[src/rtl/uart_pkg.sv]
// Shared types and helpers for the UART receive path.
// State encoding, baud divisor and FIFO index width.
package uart_pkg;

  typedef enum logic [2:0] {
    IDLE,
    START,
    DATA,
    PARITY,
    STOP,
    BREAK
  } rx_state_t;

  localparam int DATA_BITS = 8;

  function automatic int baud_div(
    input int clk_hz,
    input int baud
  );
    return clk_hz / baud;
  endfunction

  function automatic int idx_w(input int depth);
    return (depth > 1) ? $clog2(depth) : 1;
  endfunction

endpackage

[src/rtl/uart_rx_fifo.sv]
// Small synchronous FIFO with a combinational head output.
// Push at full is accepted when a pop happens in the same cycle.
module uart_rx_fifo
  import uart_pkg::*;
#(
  parameter int DEPTH = 4,
  parameter int WIDTH = 8
) (
  input  logic             clk,
  input  logic             rst,
  input  logic             push,
  input  logic [WIDTH-1:0] push_data,
  input  logic             pop,
  output logic             full,
  output logic             empty,
  output logic [WIDTH-1:0] head
);

  localparam int AW = idx_w(DEPTH);

  logic [AW:0]      wr_ptr;
  logic [AW:0]      rd_ptr;
  logic [WIDTH-1:0] mem [DEPTH];
  logic             wr_en;
  logic             rd_en;

  assign empty = (wr_ptr == rd_ptr);
  assign full  = (wr_ptr[AW] != rd_ptr[AW])
              && (wr_ptr[AW-1:0] == rd_ptr[AW-1:0]);

  assign wr_en = push && (!full || pop);
  assign rd_en = pop && !empty;
  assign head  = mem[rd_ptr[AW-1:0]];

  always_ff @(posedge clk) begin
    if (rst) begin
      wr_ptr <= '0;
      rd_ptr <= '0;
      for (int i = 0; i < DEPTH; i++) begin
        mem[i] <= '0;
      end
    end else begin
      if (wr_en) begin
        mem[wr_ptr[AW-1:0]] <= push_data;
        wr_ptr <= wr_ptr + 1'b1;
      end
      if (rd_en) begin
        rd_ptr <= rd_ptr + 1'b1;
      end
    end
  end

endmodule

[src/rtl/uart_rx_stream.sv]
// UART 8N1 receiver feeding a valid/ready byte stream via a FIFO.
// Define UART_RX_PARITY_EN to add a parity bit, PARITY_ODD and o_parity_err.
module uart_rx_stream
  import uart_pkg::*;
#(
  parameter int CLK_FREQ_HZ = 50000000,
  parameter int BAUD_RATE   = 115200,
  parameter int FIFO_DEPTH  = 4
`ifdef UART_RX_PARITY_EN
  ,
  parameter bit PARITY_ODD  = 1'b0
`endif
) (
  input  logic       i_clk,
  input  logic       i_rst,
  input  logic       i_uart_rx,
  output logic [7:0] o_data,
  output logic       o_valid,
  input  logic       i_ready,
  output logic       o_frame_err,
  output logic       o_overrun,
  input  logic       i_clr_err,
  output logic       o_busy
`ifdef UART_RX_PARITY_EN
  ,
  output logic       o_parity_err
`endif
);

  localparam int DIV = baud_div(CLK_FREQ_HZ, BAUD_RATE);
  localparam int CW  = $clog2(DIV);

  localparam logic [CW-1:0] HALF_LD = CW'(DIV / 2 - 1);
  localparam logic [CW-1:0] FULL_LD = CW'(DIV - 1);

  logic            rx_m;
  logic            rx_s;
  rx_state_t       state;
  rx_state_t       state_n;
  logic [CW-1:0]   cnt;
  logic [CW-1:0]   cnt_n;
  logic [2:0]      bit_idx;
  logic [2:0]      bit_idx_n;
  logic [7:0]      shreg;
  logic [7:0]      shreg_n;
  logic            push;
  logic            pop;
  logic            full;
  logic            empty;
  logic            frame_set;
  logic            ovr_set;
  logic            byte_ok;

`ifdef UART_RX_PARITY_EN
  logic            par_bad;
  logic            par_bad_n;
  logic            par_set;

  assign byte_ok = !par_bad;
`else
  assign byte_ok = 1'b1;
`endif

  always_ff @(posedge i_clk) begin
    if (i_rst) begin
      rx_m <= 1'b1;
      rx_s <= 1'b1;
    end else begin
      rx_m <= i_uart_rx;
      rx_s <= rx_m;
    end
  end

  always_ff @(posedge i_clk) begin
    if (i_rst) begin
      state   <= IDLE;
      cnt     <= '0;
      bit_idx <= '0;
      shreg   <= '0;
`ifdef UART_RX_PARITY_EN
      par_bad <= 1'b0;
`endif
    end else begin
      state   <= state_n;
      cnt     <= cnt_n;
      bit_idx <= bit_idx_n;
      shreg   <= shreg_n;
`ifdef UART_RX_PARITY_EN
      par_bad <= par_bad_n;
`endif
    end
  end

  always_comb begin
    state_n   = state;
    cnt_n     = cnt;
    bit_idx_n = bit_idx;
    shreg_n   = shreg;
    push      = 1'b0;
    frame_set = 1'b0;
`ifdef UART_RX_PARITY_EN
    par_bad_n = par_bad;
    par_set   = 1'b0;
`endif
    unique case (state)
      IDLE: begin
        if (!rx_s) begin
          cnt_n   = HALF_LD;
          state_n = START;
        end
      end
      START: begin
        if (cnt != '0) begin
          cnt_n = cnt - 1'b1;
        end else if (rx_s) begin
          state_n = IDLE;
        end else begin
          cnt_n     = FULL_LD;
          bit_idx_n = '0;
          state_n   = DATA;
        end
      end
      DATA: begin
        if (cnt != '0) begin
          cnt_n = cnt - 1'b1;
        end else begin
          // Line order is LSB first, so shift in from the top.
          shreg_n   = {rx_s, shreg[7:1]};
          cnt_n     = FULL_LD;
          bit_idx_n = bit_idx + 1'b1;
          if (bit_idx == 3'd7) begin
`ifdef UART_RX_PARITY_EN
            state_n = PARITY;
`else
            state_n = STOP;
`endif
          end
        end
      end
      PARITY: begin
`ifdef UART_RX_PARITY_EN
        if (cnt != '0) begin
          cnt_n = cnt - 1'b1;
        end else begin
          par_bad_n = ((^shreg) ^ rx_s) != PARITY_ODD;
          par_set   = par_bad_n;
          cnt_n     = FULL_LD;
          state_n   = STOP;
        end
`else
        state_n = IDLE;
`endif
      end
      STOP: begin
        if (cnt != '0) begin
          cnt_n = cnt - 1'b1;
        end else if (rx_s) begin
          push    = byte_ok;
          state_n = IDLE;
        end else begin
          frame_set = 1'b1;
          state_n   = BREAK;
        end
      end
      BREAK: begin
        // Hold here until the line returns high.
        if (rx_s) begin
          state_n = IDLE;
        end
      end
      default: begin
        state_n = IDLE;
      end
    endcase
  end

  assign o_busy  = (state != IDLE);
  assign o_valid = !empty;
  assign pop     = o_valid && i_ready;
  assign ovr_set = push && full && !pop;

  uart_rx_fifo #(
    .DEPTH (FIFO_DEPTH),
    .WIDTH (DATA_BITS)
  ) u_fifo (
    .clk       (i_clk),
    .rst       (i_rst),
    .push      (push),
    .push_data (shreg),
    .pop       (pop),
    .full      (full),
    .empty     (empty),
    .head      (o_data)
  );

  always_ff @(posedge i_clk) begin
    if (i_rst) begin
      o_frame_err <= 1'b0;
      o_overrun   <= 1'b0;
    end else begin
      if (frame_set) begin
        o_frame_err <= 1'b1;
      end else if (i_clr_err) begin
        o_frame_err <= 1'b0;
      end
      if (ovr_set) begin
        o_overrun <= 1'b1;
      end else if (i_clr_err) begin
        o_overrun <= 1'b0;
      end
    end
  end

`ifdef UART_RX_PARITY_EN
  always_ff @(posedge i_clk) begin
    if (i_rst) begin
      o_parity_err <= 1'b0;
    end else if (par_set) begin
      o_parity_err <= 1'b1;
    end else if (i_clr_err) begin
      o_parity_err <= 1'b0;
    end
  end
`endif

endmodule

[config.mk]
export PLATFORM = sky130hd
export DESIGN_NAME = uart_rx_stream
export DESIGN_NICKNAME = d
export VERILOG_FILES = /design/src/rtl/uart_pkg.sv /design/src/rtl/uart_rx_fifo.sv /design/src/rtl/uart_rx_stream.sv
export SDC_FILE = /design/constraint.sdc
export NUM_CORES = 1
export LEC_CHECK = 0
export ABC_CLOCK_PERIOD_IN_PS = 3600
export CAP_MARGIN = 15
export CORE_MARGIN = 2
export CORE_UTILIZATION = 49
export DETAILED_ROUTE_END_ITERATION = 8
export DONT_BUFFER_PORTS = 1
export GPL_ROUTABILITY_DRIVEN = 0
export GPL_TIMING_DRIVEN = 1
export HOLD_SLACK_MARGIN = 0.15
export PLACE_DENSITY_LB_ADDON = 0.3
export SKIP_CTS_REPAIR_TIMING = 1
export SLEW_MARGIN = 20
export SYNTH_ARGS = -nofsm -noshare
export SYNTH_HDL_FRONTEND = slang
export SYNTH_SLANG_ARGS = --single-unit
export TNS_END_PERCENT = 50
[constraint.sdc]
create_clock -name i_clk -period 3.6 [get_ports i_clk]
set_input_delay 0.36 -clock i_clk [delete_from_list [all_inputs] [get_ports i_clk]]
set_output_delay 0.36 -clock i_clk [all_outputs]
set_load 0.1 [all_outputs]
==> flow_metrics.tcl <==
set metrics [dict create \
    worst_slew_pin_slew_ps 1010 \
    io_buffers 0 \
    seq_area_frac_synth_pct 54.3 \
    finalPower_mw 1.96 \
    p_per_area_nw_per_um2 586 \
    worstHoldStart "i_ready" \
    ys_warn_count 0 \
    finalSetupViolCount 0 \
    io_pins 17 \
    fin_skew_ps 3.09 \
    rows 28 \
    grt_pass1_vias 1956 \
    synth-async-reset-ratio_pct 0 \
    ir_worst_vdd_uv 348 \
    vias_per_cell 5.74 \
    cap_violations 0 \
    status "completed" \
    crit_type "reg2reg" \
    setup.worst_path.end "u_fifo.mem[2][3]$_SDFFCE_PN0P_" \
    cp-start-kind "flip-flop" \
    clkSlewWorstSetupHoldPaths_ps 70 \
    mostFrequentLayoutCells "nor2_1 (48), nand2_1 (38), dfxtp_1 (35)" \
    ys_seq_elements 67 \
    reg2reg_slack_ps 820 \
    syn_nets 303 \
    path_depth 4 \
    num_antenna_cells 0 \
    chipWidth_um 83.0 \
    ant_nets 0 \
    die_y_um 83.0 \
    ys_types 51 \
    p_leak_nw 1.11 \
    dp_hpwl_um 3920 \
    grt_setup_unrepaired "no" \
    synth-edff-count 32 \
    drt_iter0_drc 137 \
    clockRootBuffer "clkbuf_8" \
    crit_buf_inv 0 \
    clock_latency_ps 330 \
    startpoint "state[2]$_SDFFE_PP0P_" \
    hold_viol_final 0 \
    clockBufferDepth 2 \
    cp-end-kind "flip-flop" \
    wire_per_inst_um 15.1 \
    cp_slowest_stage_delay_ps 640 \
    syn2layout_area_growth_pct 9.40 \
    vias 2135 \
    drtPass1Iterations 4 \
    syn_avg_cell_area_um2 10.4 \
    path_delay_family "simple AND/OR/NAND/NOR gates" \
    drt-total-wl_um 5610 \
    synth.cell_area_um2 3060 \
    cp.required_ps 3610 \
    period_share_pct 77.2 \
    relSlewSlack_pct 32.3 \
    syn_inst 293 \
    grt_usage_pct 17.1 \
    cts-htree-levels 3 \
    core_um2 5990 \
    antenna_found_initial 0 \
    timing.critical_path.arrival_ps 2780 \
    fp.dieArea_um2 6900 \
    layout-drive-gt1-share_pct 14.8 \
    cts_buffers 9 \
    grt_overflow 0 \
    fin_nets 302 \
    slowest_stage "or3b_1" \
    hp-class "in2reg" \
    final_common_cell "nor2_1" \
    synth_flop_cell "dfxtp_1" \
    path_cells "nor3b_1 > nand4_4 > or3b_1 > nand2_1" \
    fmax_ghz 0.360 \
    critPathMaxFanout 16 \
    cts_num_sinks 67 \
    r2r-end "u_fifo.mem[2][3]$_SDFFCE_PN0P_" \
    slew_violations 0 \
    cts_tree "done" \
    finalSetupTns_ps 0 \
    grt_max_degree 34 \
    reg2reg_depth 4 \
    fin_util_pct 55.9 \
    period_needed_ps 2780 \
    grt_pass1_wl_um 9480 \
    start_util_pct 51.1 \
    drc 0 \
    r2r-start "state[2]$_SDFFE_PP0P_" \
]
==> cells by family (layout without fill, tap and decap cells) <==
family,count (synthesis),in the layout,share of synthesized area [%]
simple gates,128,128,20.5
flops,67,67,54.3
compound gates,51,51,11.0
buf+inv,24,28,3.31
mux,11,11,6.87
xor+xnor,7,7,2.00
fa+ha+maj,5,5,2.04
==> area by class of cell <==
class	instances	area [um2]
inverter	7	26.3
timing repair buffer	5	52.6
fill	503	2640
tap	75	93.8
multi-input combinational	202	1300
sequential	67	1660
clock buffer	9	124
clock inverter	7	92.6
==> where the power goes <==
group	switching [mW]	leakage (nW)	internal, mW
Combinational	0.266	0.394	0.142
Sequential	0.0457	0.614	0.838
Clock	0.284	0.103	0.387
Total	0.596	1.11	1.37
==> flip-flops by register name, summed over array words and instances, names as in the netlist, named ones only <==
signal and count:
bit_idx 3, cnt 9, o_frame_err 1, o_overrun 1, rx_m 1, rx_s 1
shreg 8, state 3, u_fifo.mem 32, u_fifo.rd_ptr 3, u_fifo.wr_ptr 3
==> stage by stage <==
step	setup slack (ps)	cells	hold slack (ps)	area, um2
global route	659	372	203	3350
CTS	824	370	74.0	3320
detailed placement	830	354	405	3100
global placement	898	354	410	3100
floorplan	854	293	389	3060
finish	821	372	217	3350
==> cell usage after synthesis, types with 2 or more instances <==
cell type   n  area (um2)
nor2_1     48         180
nand2_1    38         143
dfxtp_1    35         701
edfxtp_1   32         961
a21oi_1    17        85.1
clkbuf_1   11        41.3
o21ai_0     9        45.0
mux4_2      8         180
nor2_2      8        50.1
inv_1       6        22.5
nand3_1     6        30.0
ha_1        5        62.6
or3_1       5        31.3
xor2_1      4        35.0
a311oi_1    3        26.3
buf_2       3        15.0
mux2i_1     3        30.0
nor3b_1     3        22.5
o221ai_1    3        26.3
or2_2       3        18.8
xnor2_1     3        26.3
a211oi_1    2        15.0
a21o_1      2        15.0
a22oi_1     2        15.0
a31o_1      2        17.5
buf_1       2        7.51
nor3_1      2        10.0
nor4_1      2        12.5
o211ai_1    2        15.0
o22ai_1     2        12.5
or3b_1      2        17.5
==> how the worst min path moves through the flow <==
stage                                         end  cells past startpoint
floorplan                         rx_s$_SDFF_PP1_                      1
global placement                  rx_s$_SDFF_PP1_                      1
detailed placement                rx_s$_SDFF_PP1_                      1
CTS                         shreg[2]$_SDFFE_PP0P_                      1
global route             o_frame_err$_SDFFE_PP0P_                      2
finish              u_fifo.rd_ptr[1]$_SDFFE_PP0P_                      2
==> metal layers <==
| metal | vias to the layer above | GRT usage (%) | wire (um) |
|---|---|---|---|
| met4 | 0 | 7.15 | 37 |
| met2 | 56 | 26.5 | 2780 |
| met1 | 1023 | 23.3 | 2520 |
| li1 | 1051 | - | - |
| met3 | 5 | 3.78 | 266 |
| met5 | - | 0 | 0 |
Power figures use the tool's default switching activity.
